### config.mk
export PLATFORM = sky130hd
export DESIGN_NAME = act_pool_unit
export DESIGN_NICKNAME = d
export VERILOG_FILES = /design/src/rtl/act_pool_pkg.sv /design/src/rtl/pool_line_buf.sv /design/src/rtl/act_pool_unit.sv
export SDC_FILE = /design/constraint.sdc
export NUM_CORES = 1
export LEC_CHECK = 0
export ABC_AREA = 1
export CAP_MARGIN = 0
export CORE_ASPECT_RATIO = 0.9
export CORE_UTILIZATION = 61
export CTS_CLUSTER_SIZE = 10
export DETAILED_ROUTE_END_ITERATION = 10
export PLACE_DENSITY = 0.82
export SLEW_MARGIN = 30
export SYNTH_ARGS = -nofsm -noshare
export SYNTH_HDL_FRONTEND = slang
export SYNTH_HIERARCHICAL = 1
export SYNTH_SLANG_ARGS = --single-unit
### constraint.sdc
create_clock -name clk -period 5.03 [get_ports clk]
set_clock_uncertainty 0.05 [all_clocks]
set_input_delay 0.7545 -clock clk [delete_from_list [all_inputs] [get_ports clk]]
set_output_delay 0.7545 -clock clk [all_outputs]
set_load 0.05 [all_outputs]
### src/rtl/act_pool_pkg.sv
// Shared definitions for the activation / 2x2 max-pool unit.
// Holds datapath widths, line-buffer depth, the control FSM state type and
// small arithmetic helpers used on post-ReLU (unsigned) values.
package act_pool_pkg;

    localparam int MAX_OFMAP = 31;
    localparam int LB_DEPTH  = 16;
    localparam int DATA_W    = 8;
    localparam int ADDR_W    = 10;

    typedef enum logic [0:0] {
        IDLE = 1'b0,
        RUN  = 1'b1
    } state_e;

    // Negative int8 values clamp to zero; the result is then treated as unsigned.
    function automatic logic [DATA_W-1:0] relu(input logic [DATA_W-1:0] x);
        return x[DATA_W-1] ? '0 : x;
    endfunction

    // Unsigned max; inputs are always post-ReLU so no sign handling is needed.
    function automatic logic [DATA_W-1:0] umax(input logic [DATA_W-1:0] a,
                                               input logic [DATA_W-1:0] b);
        return (a > b) ? a : b;
    endfunction

endpackage

### src/rtl/pool_line_buf.sv
// Pool line buffer: holds the horizontal pair maxima of an even row so the
// following odd row can complete each 2x2 window.
// Ports:
//   clk_i     rising-edge clock
//   we_i      write enable
//   waddr_i   write index (pooled column)
//   wdata_i   write data
//   raddr_i   asynchronous read index
//   rdata_o   asynchronous read data
// Contents are not reset; every entry is written in an even row before the
// odd row reads it.
module pool_line_buf
    import act_pool_pkg::*;
(
    input  logic                        clk_i,
    input  logic                        we_i,
    input  logic [$clog2(LB_DEPTH)-1:0] waddr_i,
    input  logic [DATA_W-1:0]           wdata_i,
    input  logic [$clog2(LB_DEPTH)-1:0] raddr_i,
    output logic [DATA_W-1:0]           rdata_o
);

    logic [DATA_W-1:0] mem_q [LB_DEPTH];

    always_ff @(posedge clk_i) begin
        if (we_i) begin
            mem_q[waddr_i] <= wdata_i;
        end
    end

    assign rdata_o = mem_q[raddr_i];

endmodule

### src/rtl/act_pool_unit.sv
// Activation and pooling unit: applies ReLU to a raster stream of int8 conv
// results and optionally performs 2x2 / stride-2 max pooling.
// Ports:
//   clk, rst            clock and synchronous active-high reset
//   ofmap_size_i        feature map side S (1..31), captured while idle
//   pool_en_i           1 = ReLU + max-pool, 0 = ReLU bypass, captured while idle
//   conv_valid_i        input sample strobe (no back-pressure)
//   conv_last_i         final sample of the map
//   conv_result_i       signed int8 sample
//   addr_i              raster index of the sample, checked against internal counters
//   out_valid_o         one-cycle output strobe
//   out_data_o          activated (pooled) value
//   out_addr_o          output raster index
//   out_last_o          final output of the map
//   err_o               sticky sequence error flag
module act_pool_unit
    import act_pool_pkg::*;
(
    input  logic              clk,
    input  logic              rst,
    input  logic [4:0]        ofmap_size_i,
    input  logic              pool_en_i,
    input  logic              conv_valid_i,
    input  logic              conv_last_i,
    input  logic [DATA_W-1:0] conv_result_i,
    input  logic [ADDR_W-1:0] addr_i,
    output logic              out_valid_o,
    output logic [DATA_W-1:0] out_data_o,
    output logic [ADDR_W-1:0] out_addr_o,
    output logic              out_last_o,
    output logic              err_o
);

    localparam int LbIdxW = $clog2(LB_DEPTH);

    state_e state_q, state_d;

    logic [4:0]        size_q;
    logic              pool_q;
    logic [4:0]        row_q, row_d;
    logic [4:0]        col_q, col_d;
    logic [DATA_W-1:0] pair_q, pair_d;
    logic              err_q, err_d;

    logic              out_valid_q, out_valid_d;
    logic [DATA_W-1:0] out_data_q, out_data_d;
    logic [ADDR_W-1:0] out_addr_q, out_addr_d;
    logic              out_last_q, out_last_d;

    // Config in effect for this cycle: live inputs while idle (the first sample
    // of a map is processed in the IDLE cycle), frozen copies while running.
    logic [4:0]        size_eff;
    logic              pool_eff;
    logic [4:0]        size_m1;
    logic [4:0]        half_p;
    logic [4:0]        two_p;
    logic [4:0]        two_p_m1;
    logic              in_window;
    logic [DATA_W-1:0] relu_x;
    logic [ADDR_W-1:0] exp_addr;
    logic [ADDR_W-1:0] pool_addr;

    logic              lb_we;
    logic [DATA_W-1:0] lb_wdata;
    logic [LbIdxW-1:0] lb_idx;
    logic [DATA_W-1:0] lb_rdata;

    assign size_eff  = (state_q == IDLE) ? ofmap_size_i : size_q;
    assign pool_eff  = (state_q == IDLE) ? pool_en_i : pool_q;
    assign size_m1   = size_eff - 5'd1;
    assign half_p    = {1'b0, size_eff[4:1]};
    assign two_p     = {size_eff[4:1], 1'b0};
    assign two_p_m1  = two_p - 5'd1;
    // Odd S leaves the last row/column outside any 2x2 window; S=1 keeps nothing.
    assign in_window = (row_q < two_p) && (col_q < two_p);
    assign relu_x    = relu(conv_result_i);
    assign exp_addr  = ADDR_W'(row_q) * ADDR_W'(size_eff) + ADDR_W'(col_q);
    assign pool_addr = ADDR_W'(row_q[4:1]) * ADDR_W'(half_p) + ADDR_W'(col_q[4:1]);
    assign lb_idx    = col_q[4:1];

    pool_line_buf u_line_buf (
        .clk_i   (clk),
        .we_i    (lb_we),
        .waddr_i (lb_idx),
        .wdata_i (lb_wdata),
        .raddr_i (lb_idx),
        .rdata_o (lb_rdata)
    );

    always_comb begin
        state_d     = state_q;
        row_d       = row_q;
        col_d       = col_q;
        pair_d      = pair_q;
        err_d       = err_q;
        lb_we       = 1'b0;
        lb_wdata    = umax(pair_q, relu_x);
        out_valid_d = 1'b0;
        out_data_d  = out_data_q;
        out_addr_d  = out_addr_q;
        out_last_d  = out_last_q;

        if (conv_valid_i) begin
            if (state_q == IDLE) begin
                state_d = RUN;
            end

            if (addr_i != exp_addr) begin
                err_d = 1'b1;
            end

            // Position tracking; a last marker always ends the map, even if misplaced.
            if (conv_last_i) begin
                if ((row_q != size_m1) || (col_q != size_m1)) begin
                    err_d = 1'b1;
                end
                row_d   = '0;
                col_d   = '0;
                state_d = IDLE;
            end else if (col_q == size_m1) begin
                col_d = '0;
                row_d = row_q + 5'd1;
            end else begin
                col_d = col_q + 5'd1;
            end

            if (pool_eff) begin
                if (in_window) begin
                    unique case ({row_q[0], col_q[0]})
                        2'b00: pair_d = relu_x;
                        2'b01: lb_we = 1'b1;
                        2'b10: pair_d = umax(lb_rdata, relu_x);
                        2'b11: begin
                            out_valid_d = 1'b1;
                            out_data_d  = umax(pair_q, relu_x);
                            out_addr_d  = pool_addr;
                            out_last_d  = (row_q == two_p_m1) && (col_q == two_p_m1);
                        end
                        default: ;
                    endcase
                end
            end else begin
                out_valid_d = 1'b1;
                out_data_d  = relu_x;
                out_addr_d  = addr_i;
                out_last_d  = conv_last_i;
            end
        end
    end

    always_ff @(posedge clk) begin
        if (rst) begin
            state_q     <= IDLE;
            size_q      <= '0;
            pool_q      <= 1'b0;
            row_q       <= '0;
            col_q       <= '0;
            pair_q      <= '0;
            err_q       <= 1'b0;
            out_valid_q <= 1'b0;
            out_data_q  <= '0;
            out_addr_q  <= '0;
            out_last_q  <= 1'b0;
        end else begin
            state_q     <= state_d;
            if (state_q == IDLE) begin
                size_q <= ofmap_size_i;
                pool_q <= pool_en_i;
            end
            row_q       <= row_d;
            col_q       <= col_d;
            pair_q      <= pair_d;
            err_q       <= err_d;
            out_valid_q <= out_valid_d;
            out_data_q  <= out_data_d;
            out_addr_q  <= out_addr_d;
            out_last_q  <= out_last_d;
        end
    end

    assign out_valid_o = out_valid_q;
    assign out_data_o  = out_data_q;
    assign out_addr_o  = out_addr_q;
    assign out_last_o  = out_last_q;
    assign err_o       = err_q;

endmodule

# Word-level counts from Yosys, hierarchy flattened
# Memory sizes are Yosys's and may differ from the RTL's. A register that Yosys moved wholly into a read port is not among the register bits.
# Index checks and enable logic that the tools add are counted.
dict set report classes {
  shifts 0
  bitwise 1
  n_mul 2
  n_lt_le_gt_ge 4
  reduce_logical 10
  add_sub_neg 6
  div_mod_pow 0
  n_eq_ne 11
  n_mux 34
}
# cell count
set op_table {}
lappend op_table {{$mux W8} 5}
lappend op_table {{$mux W10} 3}
lappend op_table {{$mux W5} 5}
lappend op_table {{$mux W1} 17}
lappend op_table {{$gt A8 B7 Y1} 2}
lappend op_table {{$pmux W8 S2} 1}
lappend op_table {{$eq A5 B5 Y1} 3}
lappend op_table {{$add A10 B5 Y10} 1}
lappend op_table {{$add A5 B1 Y5 const B} 2}
lappend op_table {{$lt A5 B5 Y1} 2}
lappend op_table {{$mul A5 B5 Y10} 1}
lappend op_table {{$ne A10 B10 Y1} 1}
lappend op_table {{$ne A5 B5 Y1} 2}
lappend op_table {{$sub A5 B1 Y5 const B} 2}
lappend op_table {{$add A8 B4 Y9} 1}
lappend op_table {{$mul A4 B4 Y8} 1}
lappend op_table {{$mux W4} 2}
lappend op_table {{$mux W7} 1}
lappend op_table {{$eq A2 B2 Y1 const B} 2}
lappend op_table {{$ne A2 B1 Y1 const B} 2}
lappend op_table {{$reduce_and A4 Y1} 1}
lappend op_table {{$reduce_bool A2 Y1} 2}
lappend op_table {{$reduce_and A3 Y1} 1}
lappend op_table {{$eq A2 B1 Y1 const B} 1}
lappend op_table {{other kinds (6)} 7}
dict set report word_totals {
  ramBits 128
  memories 1
  wordCells 80
  reg_bits 46
  rom_bits 0
  latchBits 0
}
# name depth width rd rd_ports_with_merged_regs wr line
set memory_table {}
lappend memory_table {u_line_buf.mem_q 16 8 1 1 1 pool_line_buf.sv:23} ;# logic [DATA_W-1:0] mem_q [LB_DEPTH];

# Depth between registers and ports, before layout
# Gate-level depths: netlist of run 1.
dict set report depth {
  ltp_word 8
  ltp_mapped 27
  depth_no_buf 25
}

# Modules after synthesis
# The synthesis of run 1 kept the hierarchy.
# module area_each_um2 seq_area_each_um2 cells_per_inst instances
set by_module_without_submodules {}
lappend by_module_without_submodules {pool_line_buf 5606.6 3843.7 543 1}
lappend by_module_without_submodules {act_pool_unit 4824.6 920.9 714 1}

# Worst setup path after synthesis of run 1
# No wires, ideal clock.
dict set report synth_path {
  path_kind {in2reg}
  start {input ofmap_size_i[4]}
  end {register err_q, in the netlist err_o}
  setup_slack_ns 0.883
  arrival_ns 3.987
  stages 22
  required_ns 4.870
  cell_sequence {nand2_1 nand2_2 inv_2 nor2_1 fa_1 inv_1 fa_1 fa_1 inv_1 ha_1 a21oi_1 nand2_1 nand2_1 nand2_1 nand2_1 nand3_1 nor2_1 nand3_1 nand2_1 nand3_1 nand2_1 inv_1}
}
dict set report synth_between {
  elab_chain_len 7
  word_cells_on_any_way 11
  classes_between {add/sub: 2; mul: 1; eq/ne: 3; mux: 4; reduce/logical: 1}
}
# element line
set synth_rtl {}
lappend synth_rtl {{start, declared} act_pool_unit.sv:21} ;# input logic [4:0] ofmap_size_i,
lappend synth_rtl {{$mux W5 *} --}
lappend synth_rtl {{net size_eff[4]} act_pool_unit.sv:52} ;# logic [4:0] size_eff;
lappend synth_rtl {{$mul A5 B5 Y10} act_pool_unit.sv:77} ;# assign exp_addr = ADDR_W'(row_q) * ADDR_W'(size_eff) + ADDR_W'(col_q);
lappend synth_rtl {{$add A10 B5 Y10} act_pool_unit.sv:77}
lappend synth_rtl {{$ne A10 B10 Y1} act_pool_unit.sv:108} ;# if (addr_i != exp_addr) begin
lappend synth_rtl {{$mux W1} act_pool_unit.sv:108}
lappend synth_rtl {{$mux W1} act_pool_unit.sv:114} ;# if ((row_q != size_m1) || (col_q != size_m1)) begin
lappend synth_rtl {{$mux W1 *} act_pool_unit.sv:113} ;# if (conv_last_i) begin
lappend synth_rtl {{end signal, assigned} act_pool_unit.sv:173} ;# err_q <= err_d;
lappend synth_rtl {{end, declared} act_pool_unit.sv:43} ;# logic err_q, err_d;
# Mark *: on every way through the listed nets, which the timed path passes. The rest lies on a longest branch.
# A chain may end at the register's enable or synchronous reset.

# Worst setup path in the final report of run 1
dict set report layout_path {
  start {input ofmap_size_i[3]}
  end {register err_q, in the netlist err_o}
}
# The elaborated chain is that of the path after synthesis.

==> results.py, run 1 <==
metrics = {
    "outcome": {
        "status": "finished, final reports clean",
    },
    "global_routing": {
        "grt_usage_pct": 29.6,
        "met3_usage_pct": 4.75,
        "antenna_found_initial": 0,
        "top_usage_layer": "met2",
        "grt_max_degree": 75,
        "grt_pass1_vias": 8031,
        "grtUsageMet2_pct": 49.3,
        "overflow": 0,
        "grt_pass1_wl_um": 40300,
        "grt_util_met1_pct": 39.2,
    },
    "critical_path": {
        "cp.required_ns": 5.32,
        "crit_fanout": 9,
        "cp-end-kind": "flop",
        "crit_path_start_kind": "input port",
        "critPathKind": "in2reg",
        "crit_arrival_ns": 4.69,
    },
    "synth": {
        "synth_top_area_share_pct": 36.8,
        "synth_nets": 1367,
        "synthesis.area_mm2": 0.0104,
        "async_reset_ff_share_pct": 0,
        "synth_top_cell_by_area": "edfxtp_1",
        "yosys_warnings": 6,
        "syn_inst": 1257,
        "yosys-top-cells-area": "edfxtp_1, nand2_1, dfxtp_1, ha_1, nand3_1",
        "syn_avg_cell_area_um2": 8.30,
        "yosys_register_bits": 174,
        "synthFlopType": "edfxtp_1",
        "synth-edff-count": 128,
        "synth_cell_types": 46,
        "yosysSeqAreaShare_pct": 45.7,
    },
    "clocking": {
        "cts_sinks": 174,
        "cts.htree.levels": 4,
        "cts_buffers": 17,
        "post_cts_resize_count": 0,
        "cts_buffer_depth": 2,
        "cts_setup_buffers": 0,
        "clk_latency_ns": 0.44,
        "cts_tree": "yes",
        "hold_buffers": 0,
        "clk_pin_slew_ns": 0.07,
        "root_buffer": "clkbuf_16",
    },
    "route": {
        "dr_total_vias": 8506,
        "drtPass1Iterations": 5,
        "via_per_inst": 5.58,
        "remaining_drc_errors": 0,
        "avgRoutedWirePerCell_um": 16.3,
        "final_antenna_net_count": 0,
        "wirelength_um": 24800,
        "drt_iter0_drc": 855,
    },
    "floorplanning": {
        "die-area_mm2": 0.0176,
        "dieHeight_um": 126,
        "start_util_pct": 63.6,
        "pin_count": 49,
        "row_count": 44,
        "dieWidth_um": 140,
        "core_mm2": 0.0164,
    },
    "power_and_ir_drop": {
        "leakagePower_nw": 5.43,
        "power_density_mw_per_mm2": 286,
        "total_power_mw": 3.33,
        "vdd_drop_max_v": 0.000277,
    },
    "timing": {
        "finalSetupTns_ns": 0,
        "tightestPinTransition_ns": 0.914,
        "finalSetupViolations": 0,
        "layout_min_cycle_time_ns": 4.41,
        "hold_violations": 0,
        "drv_slew": 0,
        "whs_ns": 0.416,
        "period_share_pct": 87.6,
        "slew_headroom_pct": 38.9,
        "fmax_mhz": 227,
        "rsz0062_at_grt": "no",
    },
    "min_path": {
        "hp-class": "reg2reg",
    },
    "final_layout": {
        "final_nets": 1414,
        "antennaDiodeCount": 0,
        "areaGrowthSynthToFinish_pct": 11.6,
        "drive_above_1_share_pct": 6.53,
    },
    "job": {
        "drv_cap": 0,
    },
    "placed_design": {
        "gp_congestion": 0.952,
        "portBuffers": 48,
        "hpwl_um": 16600,
    },
}
## path summary, 6_finish.rpt
| check | from | end | slack (ns) | depth (start not counted) |
|---|---|---|---|---|
| max reg2reg | state_q | err_o | 0.62 | 23 |
| min | out_addr_o[7] | out_addr_o[7] | 0.42 | 2 |
| max | ofmap_size_i[3] | err_o | 0.62 | 23 |
| min reg2reg | out_addr_o[7] | out_addr_o[7] | 0.42 | 2 |
## per-layer routing
metal / part of all wire (%) / up-vias / routed length, um
met2: 47 / 388 / 11700
met3: 8.3 / 56 / 2050
met1: 42 / 3935 / 10400
met4: 2.6 / 0 / 632
li1: - / 4127 / -
met5: 0 / - / 0
## layout make-up
class                           count  area (um^2)
Clock buffer                       17          425
Clock inverter                     15          148
Fill cell                        1178         4770
Inverter                          206          788
Multi-Input combinational cell    833         4590
Sequential cell                   174         4770
Tap cell                          207          259
Timing Repair Buffer               72          661
## state kept, by name (all words and copies together), names as in the netlist, 5 cells and up
name	cells
col_q	5
row_q	5
out_data_o	8
pair_q	8
size_q	5
u_line_buf/mem_q	128
out_addr_o	10
## cell usage in the layout (no fill, tap or decap), types with 7 or more instances in the layout
cell type / count
nand2_2: 7
o21ai_0: 23
ha_1: 64
clkbuf_16: 17
inv_1: 197
a21oi_1: 38
inv_8: 7
edfxtp_1: 128
nand3_1: 157
xor2_1: 11
nor2_1: 102
nand4_1: 8
nand3b_1: 11
nand2_1: 346
clkdlybuf4s50_1: 48
dfxtp_1: 45
fa_1: 18
buf_4: 24
## report_power, final
group | leakage [nW] | switching (mW) | internal [mW] | total [mW]
sequential | 1.55 | 0.0213 | 1.60 | 1.62
combinational | 3.60 | 0.308 | 0.135 | 0.442
clock | 0.278 | 0.611 | 0.659 | 1.27
total | 5.43 | 0.940 | 2.39 | 3.33
## cells in the mapped netlist (6+ instances only)
library cell,count
nand4_1,8
buf_4,7
nand2_1,346
buf_2,18
clkbuf_1,8
a21boi_0,6
a21oi_1,38
nor3_1,6
fa_1,18
nand3_1,157
nor2_1,102
dfxtp_1,46
xor2_1,11
edfxtp_1,128
inv_1,197
ha_1,64
o21ai_0,23
nand3b_1,11
nand2_2,7
buf_6,9
## kinds of logic (layout without fill, tap and decap cells)
kind of cell | after synthesis | after routing | synth area share, %
and+or+nand+nor | 652 | 652 | 27.0
buffers and inverters | 250 | 310 | 10.3
DFF | 174 | 174 | 45.7
AOI/OAI and AO/OA | 84 | 84 | 4.67
adders and majority gates | 82 | 82 | 11.1
xor gates and xnor gates | 15 | 15 | 1.26
## through the flow
step / setup slack [ns] / util [%] / instances / area [um^2]
after floorplan: 0.883 / - / 1257 / 10400
after global placement: 0.330 / 67.4 / 1492 / 11100
after detailed placement: 0.211 / 67.5 / 1492 / 11100
after CTS: 0.645 / 71.0 / 1524 / 11600
after global routing: 0.315 / 71.0 / 1524 / 11600
final: 0.623 / 71.0 / 1524 / 11600
## critical path, stage by stage
cell             delay (ns)
clkdlybuf4s50_1        0.44
nand2_4                0.09
nand2_4                0.08
inv_6                  0.11
nor2_1                 0.06
fa_1                   0.56
inv_1                  0.08
fa_1                   0.52
fa_1                   0.57
inv_1                  0.06
ha_1                   0.36
a21oi_1                0.25
nand2_1                0.08
nand2_1                0.08
nand2_1                0.06
nand2_1                0.06
nand3_1                0.07
nor2_1                 0.09
nand3_1                0.07
nand2_1                0.06
nand3_1                0.07
nand2_1                0.06
inv_1                  0.05
Note: power is estimated with default switching activity, not from simulation.
==> run 2, diff against run 1 <==
Settings changed: SKIP_CTS_REPAIR_TIMING set to 1.
==> results of run 2 <==
Same layout as run 1: the final DEF is identical, and so are final timing and power.
==> run 3, diff against run 2 <==
Settings changed: PLACE_DENSITY 0.82 to 0.83, SYNTH_HIERARCHICAL 1 to not set.
Clock period 5.03 ns to 4.4 ns, I/O delays scaled along.
==> run 3 against run 2 <==
  * Core utilization is 1.3 points higher
  * Cell count fell by 6.3%
  * Synthesized cell count fell by 11%
  * Non-clock buffer count is 40 higher
  * Highest routed layer unchanged
  * Total power grew 22%
  * Sequential share of layout area grew 0.78 points
==> results.py, run 3 <==
metrics = {
    "timing": {
        "hold_violations": 0,
        "slew_headroom_pct": 37.8,
        "finalSetupViolations": 0,
        "finalSetupTns_ns": 0,
        "drv_slew": 0,
        "fmax_mhz": 243,
        "period_share_pct": 93.5,
        "layout_min_cycle_time_ns": 4.11,
        "tightestPinTransition_ns": 0.932,
        "setup_slack_ns": 0.287,
    },
    "min_path": {
        "holdPathStages": 2,
        "hp-class": "reg2reg",
        "hp-start": "out_data_o[7]",
        "holdPathEnd": "out_data_o[7]",
    },
    "power_and_ir_drop": {
        "vdd_drop_max_v": 0.000345,
        "leakagePower_nw": 4.90,
        "power_density_mw_per_mm2": 349,
    },
    "floorplanning": {
        "dieWidth_um": 137,
        "start_util_pct": 62.3,
        "core_mm2": 0.0161,
        "row_count": 44,
        "dieHeight_um": 124,
        "die-area_mm2": 0.0169,
        "pin_count": 49,
    },
    "outcome": {
        "status": "finished, final reports clean",
    },
    "synth": {
        "yosysSeqAreaShare_pct": 48.4,
        "muxShareOfSynthArea_pct": 0,
        "synth.most_common_cell": "nand2_1",
        "yosys_register_bits": 178,
        "synth-edff-count": 128,
        "synth_compound_area_share_pct": 10.4,
        "synth-xor-area-share_pct": 1.14,
        "synthFlopType": "edfxtp_1",
        "syn_inst": 1117,
        "yosys_warnings": 0,
        "synth_cell_types": 43,
        "synth.top_cells.by_count": "nand2_1, nor2_1, edfxtp_1",
        "yosys-top-cells-area": "edfxtp_1, dfxtp_1, ha_1, nand2_1, nor2_1",
        "async_reset_ff_share_pct": 0,
        "synth_top_area_share_pct": 38.4,
        "synthesis.area_mm2": 0.0100,
        "synth_nets": 1227,
        "syn_avg_cell_area_um2": 8.96,
        "synth_top_cell_by_area": "edfxtp_1",
        "yosys.area_share.adder_pct": 11.6,
        "synth_simple_gate_area_share_pct": 22.0,
        "synth_top_family_by_area": "simple AND/OR/NAND/NOR gates",
    },
    "critical_path": {
        "critPathKind": "in2reg",
        "crit_fanout": 5,
        "rr_endpoint": "err_o",
        "ff2ff_path_depth": 22,
        "cp.required_ns": 4.67,
        "slowest_stage": "fa_1",
        "cp-end-kind": "flop",
        "crit_arrival_ns": 4.39,
        "crit_chain": "clkdlybuf4s50_1 > buf_4 > o21ai_2 > nor2_1 > fa_1 > inv_1 > fa_1 > fa_1 > inv_1 > ha_4 > nand2_1 > nor2_1 > nand2_1 > nand3_1 > nand2_1 > nor2_1 > nand3_1 > nand2_1 > nand2_1 > nor2_1 > nor2_1",
        "crit_path_max_incr_delay_ns": 0.54,
        "r2r_setup_slack_ns": 0.38,
        "worstReg2RegStart": "state_q",
        "crit_path_start_kind": "input port",
    },
    "clocking": {
        "root_buffer": "clkbuf_16",
        "cts_buffer_depth": 2,
        "clk_pin_slew_ns": 0.08,
        "cts_tree": "yes",
        "cts.htree.levels": 4,
        "cts_sinks": 178,
        "clk_latency_ns": 0.45,
        "cts_buffers": 17,
    },
    "final_layout": {
        "antennaDiodeCount": 0,
        "final_nets": 1318,
        "top_register": "u_line_buf.mem_q",
        "multi_input_area_mm2": 0.00454,
        "largest_reg_flops": 128,
        "drive_above_1_share_pct": 11.1,
        "layout_commonest_cell": "nand2_1",
        "final_util_pct": 72.3,
        "fin_cells": 1428,
        "nFillCells": 1102,
        "areaGrowthSynthToFinish_pct": 16.0,
        "seq_area_mm2": 0.00485,
        "layout_common_cells": "nand2_1, nor2_1, edfxtp_1",
    },
    "placed_design": {
        "hpwl_um": 18000,
        "dp_cells": 1396,
        "portBuffers": 48,
        "place_ws_ns": -0.265,
        "gp_congestion": 0.912,
    },
    "route": {
        "avgRoutedWirePerCell_um": 18.6,
        "drtPass1Iterations": 6,
        "dr_total_vias": 8539,
        "drt_iter0_drc": 1220,
        "final_antenna_net_count": 0,
        "wirelength_um": 26600,
        "remaining_drc_errors": 0,
        "via_per_inst": 5.98,
    },
    "global_routing": {
        "antenna_found_initial": 0,
        "grt_pass1_wl_um": 40300,
        "grt_max_degree": 51,
        "grt_usage_pct": 32.5,
        "grt_pass1_vias": 7758,
        "overflow": 0,
    },
    "job": {
        "drv_cap": 0,
    },
}
-- run 3: cell types whose count changed after synthesis, moves of 9 or more --
cell,previous run,this run
inv_1,197,112
o211ai_1,3,31
a21oi_1,38,47
o21ai_0,23,87
nor2_1,102,170
nand3_1,157,97
nand2_1,346,186
-- run 3: power by group --
group / switching (mW) / total, mW / internal [mW] / leakage (nW)
Clock: 0.715 / 1.47 / 0.750 / 0.278
Combinational: 0.454 / 0.639 / 0.185 / 3.04
Sequential: 0.0255 / 1.95 / 1.92 / 1.58
-- run 3: cell type report --
type / count / share of cell area (%)
Sequential cell: 178 / 41.7
Multi-Input combinational cell: 780 / 39.1
Timing Repair Buffer: 112 / 8.27
Inverter: 119 / 3.87
Clock buffer: 17 / 3.66
Tap cell: 207 / 2.23
Clock inverter: 15 / 1.17
-- run 3: logic make-up after synthesis --
group,Yosys count
flops,178
xor+xnor,13
simple gates,506
buf+inv,159
fa+ha+maj,82
compound gates,179
-- run 3: critical path: cells and delay by family --
family / cells / cell delay, ns
compound gates: 1 / 0.11
fa+ha+maj: 4 / 1.89
buf+inv: 4 / 0.72
simple gates: 12 / 1.00
-- run 3: worst max path at each step --
stage                          startpoint    end
after floorplan           ofmap_size_i[1]  err_o
after global placement    ofmap_size_i[2]  err_o
after detailed placement  ofmap_size_i[2]  err_o
after CTS                 ofmap_size_i[2]  err_o
after global routing      ofmap_size_i[2]  err_o
final                     ofmap_size_i[2]  err_o
-- run 3: per-stage QoR --
stage,hold WS [ns],cell area (um^2),power [mW]
after floorplan,0.457,10000,2.36
after global placement,0.402,11000,2.58
after detailed placement,0.408,11000,2.60
after CTS,0.419,11600,4.04
after global routing,0.450,11600,4.17
final,0.427,11600,4.05
-- run 3: layer usage --
| metal | GRT usage [%] | share of wire, % |
|---|---|---|
| met5 | 0 | 0 |
| met4 | 12.0 | 2.8 |
| met3 | 7.50 | 11 |
| met2 | 50.2 | 46 |
| met1 | 45.0 | 41 |
